<file path="src/rtl/noise_prng_128e.sv">
// Masking-noise source for the protected AES-128e stages: a bank of 32-bit
// Galois LFSR lanes with seeding, warm-up, consumer-paced advance and a sticky zero-lane alarm.
module noise_prng_128e #(
  parameter int L_W     = 8,
  parameter int NSTAGES = 1,
  parameter int WARMUP  = 16,
  localparam int NOISE_W = NSTAGES * 7 * L_W,
  localparam int LANES   = (NOISE_W + 31) / 32
) (
  input  logic               clk_i,
  input  logic               srst_i,
  input  logic               reseed_i,
  input  logic [31:0]        seed_i,
  input  logic               advance_i,
  output logic [NOISE_W-1:0] noise_o,
  output logic               valid_o,
  output logic               alarm_o
);

  localparam logic [31:0] POLY       = 32'h80200003;
  localparam logic [7:0]  WARMUP_CNT = 8'(WARMUP);

  typedef enum logic [1:0] {ST_IDLE, ST_WARMUP, ST_RUN} state_t;

  state_t                 state_reg, state_next;
  logic [7:0]             count_reg, count_next;
  logic [LANES*32-1:0]    lanes_reg, lanes_next;
  logic [LANES*32-1:0]    lanes_step, lanes_seed;
  logic [LANES-1:0]       lane_zero;
  logic                   valid_reg, valid_next;
  logic                   alarm_reg, alarm_next;
  logic                   fault;

  genvar gi;
  generate
    for (gi = 0; gi < LANES; gi++) begin : gen_lane
      // Golden-ratio offsets decorrelate lanes that share one seed word.
      localparam logic [31:0] GOLDEN = 32'(gi) * 32'h9E3779B9;
      logic [31:0] lane_cur;
      logic [31:0] lane_mix;
      assign lane_cur = lanes_reg[gi*32 +: 32];
      assign lane_mix = seed_i ^ GOLDEN;
      assign lanes_seed[gi*32 +: 32] = (lane_mix == 32'h0) ? 32'h00000001 : lane_mix;
      assign lanes_step[gi*32 +: 32] = {1'b0, lane_cur[31:1]} ^ (lane_cur[0] ? POLY : 32'h0);
      assign lane_zero[gi] = (lane_cur == 32'h0);
    end
  endgenerate

  // A zero lane is a fixed point of the LFSR, so it can only come from a fault.
  assign fault = (state_reg != ST_IDLE) && (|lane_zero);

  always_comb begin
    state_next = state_reg;
    count_next = count_reg;
    lanes_next = lanes_reg;
    valid_next = valid_reg;
    alarm_next = alarm_reg;
    if (reseed_i) begin
      lanes_next = lanes_seed;
      count_next = WARMUP_CNT;
      state_next = ST_WARMUP;
      valid_next = 1'b0;
    end else begin
      case (state_reg)
        ST_WARMUP: begin
          lanes_next = lanes_step;
          count_next = count_reg - 8'd1;
          if (count_reg == 8'd1) begin
            state_next = ST_RUN;
            valid_next = 1'b1;
          end
        end
        ST_RUN: begin
          if (advance_i) lanes_next = lanes_step;
        end
        default: ;
      endcase
    end
    if (fault) begin
      alarm_next = 1'b1;
      if (!reseed_i) state_next = ST_IDLE;
    end
    if (alarm_next) valid_next = 1'b0;
  end

  always_ff @(posedge clk_i) begin
    if (srst_i) begin
      state_reg <= ST_IDLE;
      count_reg <= 8'd0;
      lanes_reg <= '0;
      valid_reg <= 1'b0;
      alarm_reg <= 1'b0;
    end else begin
      state_reg <= state_next;
      count_reg <= count_next;
      lanes_reg <= lanes_next;
      valid_reg <= valid_next;
      alarm_reg <= alarm_next;
    end
  end

  assign noise_o = lanes_reg[NOISE_W-1:0];
  assign valid_o = valid_reg;
  assign alarm_o = alarm_reg;

endmodule

</file>
<file path="config.mk">
export PLATFORM = sky130hd
export DESIGN_NAME = noise_prng_128e
export DESIGN_NICKNAME = d
export VERILOG_FILES = /design/src/rtl/noise_prng_128e.sv
export SDC_FILE = /design/constraint.sdc
export NUM_CORES = 1
export LEC_CHECK = 0
export ABC_AREA = 1
export CAP_MARGIN = 20
export CELL_PAD_IN_SITES_DETAIL_PLACEMENT = 1
export CELL_PAD_IN_SITES_GLOBAL_PLACEMENT = 1
export CORE_UTILIZATION = 38
export DETAILED_ROUTE_END_ITERATION = 6
export GPL_ROUTABILITY_DRIVEN = 0
export PLACE_DENSITY = 0.91
export SLEW_MARGIN = 20
export SYNTH_ARGS = -nofsm -noshare
export SYNTH_HDL_FRONTEND = slang
export SYNTH_SLANG_ARGS = --single-unit
</file>
<file path="constraint.sdc">
create_clock -name clk_i -period 2.7 [get_ports clk_i]
set_clock_uncertainty 0.05 [all_clocks]
set_input_delay 0.27 -clock clk_i [delete_from_list [all_inputs] [get_ports clk_i]]
set_output_delay 0.27 -clock clk_i [all_outputs]
set_load 0.01 [all_outputs]
</file>
Word level (Yosys, flattened, before mapping). Cells that the tools add are included.

Bits in registers: 76. Bits in latches: 0. RAM bits: 0. Bits in read-only memories: 0. Input bits: 36. Output and inout bits: 58. Memories kept: 0.

Add/sub/neg operators: 1. Multipliers: 0. Divide/modulo/power cells: 0. Order comparisons: 0. Equal/unequal tests: 4. Shift-type cells: 0. Multiplexer cells: 15. Bitwise logic cells: 3. Reduce and logical (&&, ||, !) cells: 13.

Operators by type and width (number): 32-bit logical NOT (4); 32-bit 2-to-1 mux (4); 64-bit 2-to-1 mux (2); 64-bit case mux with 2 select lines (1); 31-bit by 32-bit bitwise XOR with 32-bit output (2); 20-bit inverter (1); 2-bit 2-to-1 mux (5); 5-bit 2-to-1 mux (2); 8-bit by 1-bit equality test with 1-bit output, second input constant (1); 8-bit by 1-bit subtractor with 8-bit output, second input constant (1); 2-bit AND reduction (2); 2-bit nonzero test (2); 2-bit OR reduction (2); 3-bit inequality test, second input constant (1); 3-bit nonzero test (1); 3-bit OR reduction (1); 2-bit by 1-bit equality test with 1-bit output, second input constant (1); 2-bit equality test, second input constant (1); 1-bit logical AND (1); 1-bit 2-to-1 mux (1).

Longest topological paths before layout.
Depth in word-level cells: 6. Gate-level depth with buffers: 11. Gate-level depth less buffers: 11.

Worst setup path before layout. OpenSTA, ideal clock, no wires.

Path kind: register to register. Start point: reg state_reg[0]. End point: reg count_reg[7]. Setup time: 0.119 ns. Arrival: 1.112 ns. Slack: 1.419 ns. Cell stages (with the launch flop): 8. Clock period less this slack: 1.281 ns. Path through: dfxtp_1 -> inv_1 -> nor2_2 -> nand3_1 -> nor2_1 -> nand3_1 -> o21ai_0 -> a21oi_1.

Word-level cells in the longest chain between the ends: 1.

RTL lines: start: declaration (line 25) `state_t state_reg, state_next;`; start signal: assignment (line 94) `state_reg <= state_next;`; 2-bit by 1-bit equality test with 1-bit output (line 64) `case (state_reg)`; end signal: assignment (line 95) `count_reg <= count_next;`; end: declaration (line 26) `logic [7:0] count_reg, count_next;`.

Every way passes these cells. A chain may end at the register's enable or synchronous reset.

Worst setup path in the final report.
Start point: reg state_reg[1]. End point: reg lanes_reg[8].

Word-level cells in the longest chain between the ends: 3. Elaborated cells on any way between the ends: 7.

RTL lines: 2-bit equality test / 2-bit by 1-bit equality test with 1-bit output (equally long branches) (line 64); 64-bit case mux with 2 select lines (tied with other cells) (line 64); 64-bit 2-to-1 mux / 2-bit AND reduction (equally long branches); end signal: assignment (line 96) `lanes_reg <= lanes_next;`; end: declaration (line 27) `logic [LANES*32-1:0] lanes_reg, lanes_next;`.

Several ways; a longest one is shown, not always the timed one.

==> results_dict.tcl <==
set metrics [dict create \
    dr_total_vias 4315 \
    fin_crit_ns 1.91 \
    avgViaCountPerCell 5.36 \
    worstRegToRegCells 6 \
    grt_pass1_wl_um 21900 \
    synth_seq_cells 76 \
    arrival_ns 2.13 \
    fillerInstances 1425 \
    utilization_pct 47.0 \
    cp_cell_sequence "inv_2 -> nand2_2 -> nand3_4 -> inv_2 -> a21oi_1 -> a21oi_1" \
    p_leak_uw 0.00207 \
    seq_area_frac_synth_pct 35.4 \
    critPathBufInv 2 \
    post_cts.repair.setup_buffers 0 \
    slowest_delay_ns 0.78 \
    start_util_pct 39.3 \
    drv_slew 0 \
    status "finished, final reports clean" \
    cts_root_buf "clkbuf_16" \
    first_global_vias 4458 \
    dp_slack_ns 0.602 \
    crit_path_end_kind "flip-flop" \
    p_per_area_mw_per_mm2 617 \
    period_share_pct 70.7 \
    holdBufCountCts 0 \
    layout.nets 701 \
    avgSynthCellArea_um2 6.70 \
    yosys.cell_types.count 28 \
    antenna_cells 0 \
    relSlewSlack_pct 27.6 \
    finalWirelength_um 13400 \
    synth_fp_nets 682 \
    ff_latch_area_mm2 0.00152 \
    post_cts_resized 0 \
    ios 94 \
    drc 0 \
    clock_sinks 76 \
    crit_family "buffers and inverters" \
    crit_cells 6 \
    clk_path_buf_depth 2 \
    start_kind "flip-flop" \
    antenna_found_initial 0 \
    path_clk_slew_ns 0.06 \
    numCtsBuffers 9 \
    ir_worst_vdd_mv 0.322 \
    p_total_uw 3170 \
    overflow 0 \
    fin_tns_setup_ns 0 \
    multi_input_area_mm2 0.00197 \
    die_w_um 108 \
    hold_class "flip-flop to flip-flop" \
    dpl.hpwl_um 8950 \
    layout_setup_ws_ns 0.790 \
    wl_per_cell_um 16.7 \
    area_growth_pct 19.6 \
    hold_depth 2 \
    cp.required_ns 2.92 \
    drive_gt1_share_pct 5.71 \
    hold_ws_ns 0.430 \
    gr-usage-all-layers_pct 23.6 \
    drtIter0Drc 197 \
    final-hold-violation-count 0 \
    crit_type "flip-flop to flip-flop" \
    core_mm2 0.0109 \
    clock_latency_ns 0.35 \
    largest_reg_flops 64 \
    layout_common_cells "128 x a21oi_1, 101 x nand2_1, 93 x clkdlybuf4s50_1" \
    die_h_um 108 \
    worstMarginPinSlew_ns 1.08 \
    setup_viol 0 \
    placement_rows 38 \
    grt_max_degree 75 \
    yosysWarningCount 0 \
    cp_slowest_cell "inv_2" \
    synthCells 642 \
    dieArea_mm2 0.0117 \
    numPortBuffers 93 \
    drt-pass1-iter-count 4 \
    rsz0062_at_grt "no" \
    htree_levels 3 \
    synthesis.area_mm2 0.00430 \
    cp_max_fo 59 \
    final_common_cell "a21oi_1" \
    cts_tree "built" \
    antenna_left 0 \
    drv_cap 0 \
    max_freq_ghz 0.524 \
]
worst paths after layout:
path                start            to  slack [ns]
max          state_reg[1]  lanes_reg[8]        0.79
min               alarm_o       alarm_o        0.43
max reg2reg  state_reg[1]  lanes_reg[8]        0.79
min reg2reg       alarm_o       alarm_o        0.43
tightest hold or removal path: cells and delay by family, from the launching register on:
family	cells	cell delay [ns]
AO/OA/AOI/OAI	1	0.06
flip-flops	1	0.31
buffers and inverters	1	0.06
metrics by stage:
stage          instance area, um^2  instances
6_report                      5140        805
4_1_cts                       5140        805
2_1_floorplan                 4300        642
5_1_grt                       5140        805
3_3_place_gp                  4860        790
3_5_place_dp                  4860        790
synthesized netlist by cell type, drive strengths merged:
cell	count	area [um^2]
ha	4	50.1
nor3b	1	7.51
a31oi	3	18.8
o21ai	73	365
dfxtp	76	1520
nand3	10	67.6
inv	62	233
nor3	6	30.0
a211oi	1	7.51
nor2	65	249
nand2	102	385
nand4	1	6.26
and2	3	18.8
buf	73	519
a21o	1	7.51
a21oi	128	641
or2	14	87.6
clkbuf	16	60.1
xor2	3	26.3
per-layer routing:
metal	part of all wire [%]	track usage (%)	up-vias
li1	-	-	2063
met4	2.2	10.0	0
met3	4.7	3.44	25
met2	49	39.6	120
met1	44	30.2	2107
met5	0	0	-
cells by family (layout without fill, tap and decap cells):
kind of cell,after synthesis,count (layout),synth area share (%)
XOR/XNOR,3,3,0.611
adder cells (fa/ha/maj),4,4,1.16
buffers and inverters,151,174,18.9
AO/OA/AOI/OAI,206,206,24.2
AND/OR/NAND/NOR,202,202,19.8
flip-flops,76,76,35.4
area by class of cell:
class,count,area share [%]
sequential,76,29.6
multi-input combinational,415,38.3
inverter,62,4.52
tap,140,3.41
timing repair buffer,97,18.7
clock buffer,13,4.86
clock inverter,2,0.681
power by group:
part / internal [uW] / switching, uW / total (uW)
combinational: 300 / 352 / 653
sequential: 1210 / 101 / 1310
clock: 736 / 471 / 1210
Note: power is estimated with default switching activity, not from simulation.
